==> src/rtl/bbs_pkg.sv <==
// Shared definitions for the Blum Blum Shub seed front end.
// Holds the default operand width and the seed validator's sequencing states.
// No logic; imported by seed_val and its interface.
package bbs_pkg;

  localparam int BBS_W = 16;

  // WAIT is the post-reset holding state; DONE is sticky until the next reset.
  typedef enum logic [1:0] {
    WAIT = 2'd0,
    IDLE = 2'd1,
    CALC = 2'd2,
    DONE = 2'd3
  } sv_state_e;

endpackage

==> src/rtl/seed_val_if.sv <==
// Operand/result bundle between the seed source and the seed validator.
// Ports: seed, m (operands, driven by master); gcd_rdy, test_out,
//        result_valid, seed_valid (status/result, driven by slave).
interface seed_val_if #(
  parameter int W = bbs_pkg::BBS_W
);

  logic [W-1:0] seed;
  logic [W-1:0] m;
  logic         gcd_rdy;
  logic [W-1:0] test_out;
  logic         result_valid;
  logic         seed_valid;

  modport master (
    output seed,
    output m,
    input  gcd_rdy,
    input  test_out,
    input  result_valid,
    input  seed_valid
  );

  modport slave (
    input  seed,
    input  m,
    output gcd_rdy,
    output test_out,
    output result_valid,
    output seed_valid
  );

endinterface

==> src/rtl/seed_val_gcd_unit.sv <==
// Iterative subtractive-Euclid GCD engine with val/rdy operand and result ports.
// Latency: one cycle per compare/swap/subtract step after operand capture.
// Backpressure: result is held (result_val high) until result_rdy; operands_rdy low while busy.
// Ports: clk, reset (async active-low); operands_val/operands_rdy, op_a_i, op_b_i;
//        result_val/result_rdy, result_dat.
module gcd_unit #(
  parameter int W = 16
) (
  input  logic         clk,
  input  logic         reset,
  input  logic         operands_val,
  output logic         operands_rdy,
  input  logic [W-1:0] op_a_i,
  input  logic [W-1:0] op_b_i,
  output logic         result_val,
  input  logic         result_rdy,
  output logic [W-1:0] result_dat
);

  logic [W-1:0] a_q, a_d;
  logic [W-1:0] b_q, b_d;
  logic         busy_q, busy_d;

  assign operands_rdy = ~busy_q;
  // B reaching zero means A holds the gcd; presented straight from the registers.
  assign result_val   = busy_q && (b_q == '0);
  assign result_dat   = a_q;

  always_comb begin
    a_d    = a_q;
    b_d    = b_q;
    busy_d = busy_q;
    if (!busy_q) begin
      if (operands_val) begin
        a_d    = op_a_i;
        b_d    = op_b_i;
        busy_d = 1'b1;
      end
    end else if (b_q == '0) begin
      if (result_rdy) begin
        busy_d = 1'b0;
      end
    end else if (a_q < b_q) begin
      a_d = b_q;
      b_d = a_q;
    end else begin
      // a_q >= b_q here, so the subtraction cannot wrap.
      a_d = a_q - b_q;
    end
  end

  always_ff @(posedge clk or negedge reset) begin
    if (!reset) begin
      a_q    <= '0;
      b_q    <= '0;
      busy_q <= 1'b0;
    end else begin
      a_q    <= a_d;
      b_q    <= b_d;
      busy_q <= busy_d;
    end
  end

endmodule

==> src/rtl/seed_val.sv <==
// BBS seed validator: computes gcd(m, seed) and flags the seed when it is coprime to m.
// Latency: capture edge plus one cycle per Euclid step (worst case ~2^W cycles).
// Backpressure: one job per reset; result held in DONE until reset is pulsed.
// Ports: clk, reset (async active-low), bus (seed_val_if.slave: seed, m in;
//        gcd_rdy, test_out, result_valid, seed_valid out).
// Optional: define SEED_VAL_RANGE_CHECK_EN to also require 1 < seed < m.
module seed_val
  import bbs_pkg::*;
#(
  parameter int W = BBS_W
) (
  input  logic       clk,
  input  logic       reset,
  seed_val_if.slave  bus
);

  sv_state_e    state_q, state_d;
  logic [W-1:0] test_out_q, test_out_d;
  logic         seed_valid_q, seed_valid_d;

  logic         operands_val;
  logic         operands_rdy;
  logic         result_val;
  logic         result_rdy;
  logic [W-1:0] result_dat;
  logic         coprime;

  gcd_unit #(.W(W)) u_gcd (
    .clk          (clk),
    .reset        (reset),
    .operands_val (operands_val),
    .operands_rdy (operands_rdy),
    .op_a_i       (bus.m),
    .op_b_i       (bus.seed),
    .result_val   (result_val),
    .result_rdy   (result_rdy),
    .result_dat   (result_dat)
  );

`ifdef SEED_VAL_RANGE_CHECK_EN
  logic [W-1:0] seed_q, seed_d;
  logic [W-1:0] m_q, m_d;

  assign coprime = (result_dat == W'(1)) && (seed_q > W'(1)) && (seed_q < m_q);

  always_comb begin
    seed_d = seed_q;
    m_d    = m_q;
    // Snapshot taken on the same edge the gcd engine captures its operands.
    if (state_q == IDLE && operands_rdy) begin
      seed_d = bus.seed;
      m_d    = bus.m;
    end
  end

  always_ff @(posedge clk or negedge reset) begin
    if (!reset) begin
      seed_q <= '0;
      m_q    <= '0;
    end else begin
      seed_q <= seed_d;
      m_q    <= m_d;
    end
  end
`else
  assign coprime = (result_dat == W'(1));
`endif

  always_comb begin
    state_d      = state_q;
    test_out_d   = test_out_q;
    seed_valid_d = seed_valid_q;
    operands_val = 1'b0;
    result_rdy   = 1'b0;
    case (state_q)
      WAIT: state_d = IDLE;
      IDLE: begin
        operands_val = 1'b1;
        if (operands_rdy) state_d = CALC;
      end
      CALC: begin
        result_rdy = 1'b1;
        if (result_val) begin
          state_d      = DONE;
          test_out_d   = result_dat;
          seed_valid_d = coprime;
        end
      end
      DONE: state_d = DONE;
      default: state_d = WAIT;
    endcase
  end

  always_ff @(posedge clk or negedge reset) begin
    if (!reset) begin
      state_q      <= WAIT;
      test_out_q   <= '0;
      seed_valid_q <= 1'b0;
    end else begin
      state_q      <= state_d;
      test_out_q   <= test_out_d;
      seed_valid_q <= seed_valid_d;
    end
  end

  // Status is decoded from state only; seed_valid_q is only ever set on DONE entry.
  assign bus.gcd_rdy      = (state_q == IDLE);
  assign bus.result_valid = (state_q == DONE);
  assign bus.test_out     = test_out_q;
  assign bus.seed_valid   = seed_valid_q;

endmodule

==> src/flat_wrapper.sv <==
// flat-port wrapper written by rule: the top's interface ports become plain ports
module seed_val_flat import bbs_pkg::*;
#(
  parameter int W = BBS_W
)
  (clk, reset, bus_seed, bus_m, bus_gcd_rdy, bus_test_out, bus_result_valid, bus_seed_valid);
  seed_val_if #(.W(W)) bus_i ();
  input  logic clk;
  input  logic reset;
  input wire logic [$bits(bus_i.seed)-1:0] bus_seed;
  input wire logic [$bits(bus_i.m)-1:0] bus_m;
  output wire logic [$bits(bus_i.gcd_rdy)-1:0] bus_gcd_rdy;
  output wire logic [$bits(bus_i.test_out)-1:0] bus_test_out;
  output wire logic [$bits(bus_i.result_valid)-1:0] bus_result_valid;
  output wire logic [$bits(bus_i.seed_valid)-1:0] bus_seed_valid;
  assign bus_i.seed = bus_seed;
  assign bus_i.m = bus_m;
  assign bus_gcd_rdy = bus_i.gcd_rdy;
  assign bus_test_out = bus_i.test_out;
  assign bus_result_valid = bus_i.result_valid;
  assign bus_seed_valid = bus_i.seed_valid;
  seed_val #(.W(W)) u_core (.clk(clk), .reset(reset), .bus(bus_i));
endmodule
==> config.mk <==
export PLATFORM = sky130hd
export DESIGN_NAME = seed_val_flat
export DESIGN_NICKNAME = d
export VERILOG_FILES = /design/src/rtl/bbs_pkg.sv /design/src/rtl/seed_val_if.sv /design/src/rtl/seed_val_gcd_unit.sv /design/src/rtl/seed_val.sv /design/src/flat_wrapper.sv
export SDC_FILE = /design/constraint.sdc
export NUM_CORES = 1
export LEC_CHECK = 0
export ABC_AREA = 0
export BUFFER_PORTS_ARGS = -buffer_cell sky130_fd_sc_hd__buf_2
export CAP_MARGIN = 20
export CORE_UTILIZATION = 50
export DETAILED_ROUTE_END_ITERATION = 8
export GPL_TIMING_DRIVEN = 0
export PLACE_DENSITY_LB_ADDON = 0.25
export SYNTH_ARGS = -nofsm -noshare
export SYNTH_HDL_FRONTEND = slang
export SYNTH_SLANG_ARGS = --single-unit
==> constraint.sdc <==
create_clock -name clk -period 5.8 [get_ports clk]
set_input_delay 0.58 -clock clk [delete_from_list [all_inputs] [get_ports clk]]
set_output_delay 0.58 -clock clk [all_outputs]
set_load 0.02 [all_outputs]
==> summary.md <==
| Metric | Value |
|---|---|
| Worst VDD drop | 283.4 uV |
| WL per Instance | 17.95 um |
| TNS Setup | 0 ns |
| Worst EP required | 5.99 ns |
| Crit-path max cell delay | 0.40 ns |
| PwrDens | 650.9 nW/um^2 |
| Worst R2R Setup Slack | 2.81 ns |
| Core ar. | 6422 um^2 |
| Port bufs | 52 |
| Post-DRT Antenna Nets | 0 |
| Clk sinks | 52 |
| Total routed wirelength | 8.993 mm |
| TritonCTS clock tree | yes |
| Synth unique cells | 56 |
| First-pass GRT wire length | 14.53 mm |
| Setup crit end kind | flip-flop |
| Clk_skew | 0.007293 ns |
| Met3 wire len | 552 um |
| Hold Vio Cnt, Final | 0 |
| DRT iter0 DRCs | 203 |
| Synth area leaders | dfrtp_1, a21oi_1, ha_1 |
| Reg2Reg Depth | 10 |
| Worst-skew pair later-pin latency | 0.31 ns |
| HP Class | primary input to async pin |
| Placed insts | 493 |
| Final setup violation count | 0 |
| Slew HR | 0.4715 |
| Slowest cell on crit path | fa_1 |
| Initial antenna violation count | 0 |
| Post-route DRC | 13 |
| Die width | 84.09 um |
| Syn nets | 414 |
| Antenna fix cells | 0 |
| RePlAce Congestion | 0.8660 |
| Initial DRT Pass Iterations | 6 |
| Via Count | 3052 |
| Cell breakdown of the critical path | inv_1 > ha_1 > fa_1 > nand2b_1 > a21oi_1 > o21ai_0 > o21a_1 > or3_1 > o31ai_1 > nor3_2 |
| Crit path arrival time | 3.19 ns |
| Cell family contributing the most delay on the critical path | compound AO/OA/AOI/OAI gates |
| FFs w/ async S/R, synth | 1.000 |
| Pin count of the biggest net entering global routing | 40 |
| Post-cts sizing count | 0 |
| Overflow after GRT | 0 |
| Root Buffer | clkbuf_8 |
| WHS | 0.1541 ns |
| H-tree depth | 2 |
| Slew Limit Fails | 0 |
| Crit path buf inv count | 1 |
| Yosys reg bits | 52 |
| Clock buffer depth | 2 |
| Avg Cell Area, Syn | 9.282 um^2 |
| Clk pin slew, worst setup/hold paths | 0.09 ns |
| RSZ-0062 raised after global routing | no |
| Peak Freq | 0.3339 GHz |
| Pleak | 1.980 nW |
| Boundary pin count | 53 |
| Vias per cell | 6.092 |
| Setup Crit Path Kind | flip-flop to flip-flop |
| Worst r2r dst | u_core.u_gcd.result_dat[11]$_DFFE_PN0P_ |
| Hold buffer count at CTS | 0 |
| Initial Utilization | 0.5246 |
| Violated checks | design-rule violations |
| CP Max Fanout | 4 |
| Crit path launch type | flip-flop |
| # Post-CTS Setup Buffers | 0 |
| Max layer used | met4 |
| P&R area growth vs syn | 14.37% |
| Post-layout nets | 474 |
| Yosys warns | 0 |
| Synth Flop Type | dfrtp_1 |
| Post-synthesis sequential area ratio | 0.3862 |
| Routed length on met1 | 4.071 mm |
| Area leader, netlist | dfrtp_1 |
| Mapped Area | 3369 um^2 |
| Area share of the largest cell type after synthesis | 0.3862 |
| Routed wl met2 | 4.186 mm |
| DP HPWL | 6.661 mm |
| Final worst path period need | 2.995 ns |
| Worst r2r src | u_core.u_gcd.result_dat[0]$_DFFE_PN0P_ |
| Die area | 7071 um^2 |
| Vias in the first global route | 2918 |
| CTS Buf Count | 5 |
| Post-synth EDFFs | 0 |
| Max cap viols | 0 |
| Period Utilization, post-route | 0.5163 |
| Die Ht | 84.09 um |
| Final cell count without fillers | 501 |
| FP Rows | 29 |
| GRT Total Usage | 0.2672 |
| Layout cells sized above 1 | 0.2264 |
| Worst Max-Slew Pin Slew | 0.7927 ns |
| Cells after synthesis | 363 |
| Outcome | complete, but fails checks |
## state kept, by name, summed over array words and instances, names as in the netlist
register,cells
u_core.bus.test_out,16
u_core.u_gcd.b_q,16
u_core.u_gcd.result_dat,16
u_core.state_q,2
u_core.bus.seed_valid,1
u_core.u_gcd.busy_q,1
## worst max-delay path by stage
stage | endpoint | depth (start not counted) | from | slack [ns]
3_5_place_dp | u_core.u_gcd.result_dat[11]$_DFFE_PN0P_ | 9 | u_core.u_gcd.b_q[0]$_DFFE_PN0P_ | 2.92
6_report | u_core.u_gcd.result_dat[11]$_DFFE_PN0P_ | 10 | u_core.u_gcd.result_dat[0]$_DFFE_PN0P_ | 2.81
3_3_place_gp | u_core.u_gcd.result_dat[11]$_DFFE_PN0P_ | 9 | u_core.u_gcd.b_q[0]$_DFFE_PN0P_ | 2.94
2_1_floorplan | u_core.u_gcd.result_dat[11]$_DFFE_PN0P_ | 9 | u_core.u_gcd.b_q[0]$_DFFE_PN0P_ | 3.35
5_1_grt | u_core.u_gcd.result_dat[11]$_DFFE_PN0P_ | 10 | u_core.u_gcd.result_dat[0]$_DFFE_PN0P_ | 2.71
4_1_cts | u_core.u_gcd.result_dat[11]$_DFFE_PN0P_ | 9 | u_core.u_gcd.b_q[0]$_DFFE_PN0P_ | 2.89
## stage by stage
stage	power, mW	setup WS [ns]	utilization	area (um^2)
global placement	2.192	2.944	0.5802	3726
detailed placement	2.236	2.919	0.5833	3746
CTS	2.492	2.886	0.6000	3854
floorplan	1.834	3.348	-	3369
global route	2.725	2.710	0.6000	3854
finish	2.508	2.805	0.6000	3854
## cells in the mapped netlist, types with 4 or more instances
cell	instances
xor2_1	5
o21ai_0	9
clkbuf_1	5
nand2_1	11
mux2_2	17
nor2_1	37
inv_1	19
dfrtp_1	52
nor2b_1	4
o21ai_1	10
o21a_1	4
and3_1	4
a21oi_1	55
nor3b_1	9
buf_2	9
nand3_1	6
mux2i_1	18
nor4_1	7
ha_1	16
a21o_1	10
nand2b_1	4
## placed cells by master, fill, tap and decap left out, types with 7 or more instances in the layout
| cell type | netlist | routed |
|---|---|---|
| ha_1 | 16 | 16 |
| mux2i_1 | 18 | 18 |
| nand2_1 | 11 | 11 |
| nor4_1 | 7 | 7 |
| nor3b_1 | 9 | 9 |
| nor2_1 | 37 | 37 |
| buf_2 | 9 | 61 |
| o21ai_1 | 10 | 10 |
| inv_1 | 19 | 19 |
| dfrtp_1 | 52 | 52 |
| a21o_1 | 10 | 10 |
| a21oi_1 | 55 | 55 |
| mux2_2 | 17 | 17 |
| o21ai_0 | 9 | 9 |
## power breakdown
part	internal, mW	total [mW]	switching (mW)
sequential	0.499	0.673	0.174
clock	0.128	0.250	0.122
combinational	0.655	1.58	0.930
total	1.28	2.51	1.23
## cell type report
class,instances,area [um^2]
plain buffers,18,101.3
fillers,589,2569
flip-flops and latches,52,1301
clock buffers,6,72.57
repair buffers,53,280.3
multi-input cells,274,1896
clock inverters,2,35.03
inverters,19,71.32
well taps,77,96.34
## cell families after synthesis
group                    Yosys count  share of synthesized area
AO/OA/AOI/OAI                    113                     0.2054
AND/OR/NAND/NOR                  101                     0.1608
flip-flops                        52                     0.3862
buffers and inverters             37                    0.05124
multiplexers                      35                     0.1103
adder cells (fa/ha/maj)           17                    0.06535
XOR/XNOR                           8                    0.02080
## metal layers
layer | GRT usage | up-vias
met5 | 0 | -
met4 | 0.09091 | 0
met3 | 0.05341 | 14
met2 | 0.4337 | 117
met1 | 0.3567 | 1480
li1 | - | 1441
No activity file was read; power rests on OpenSTA's default activity.
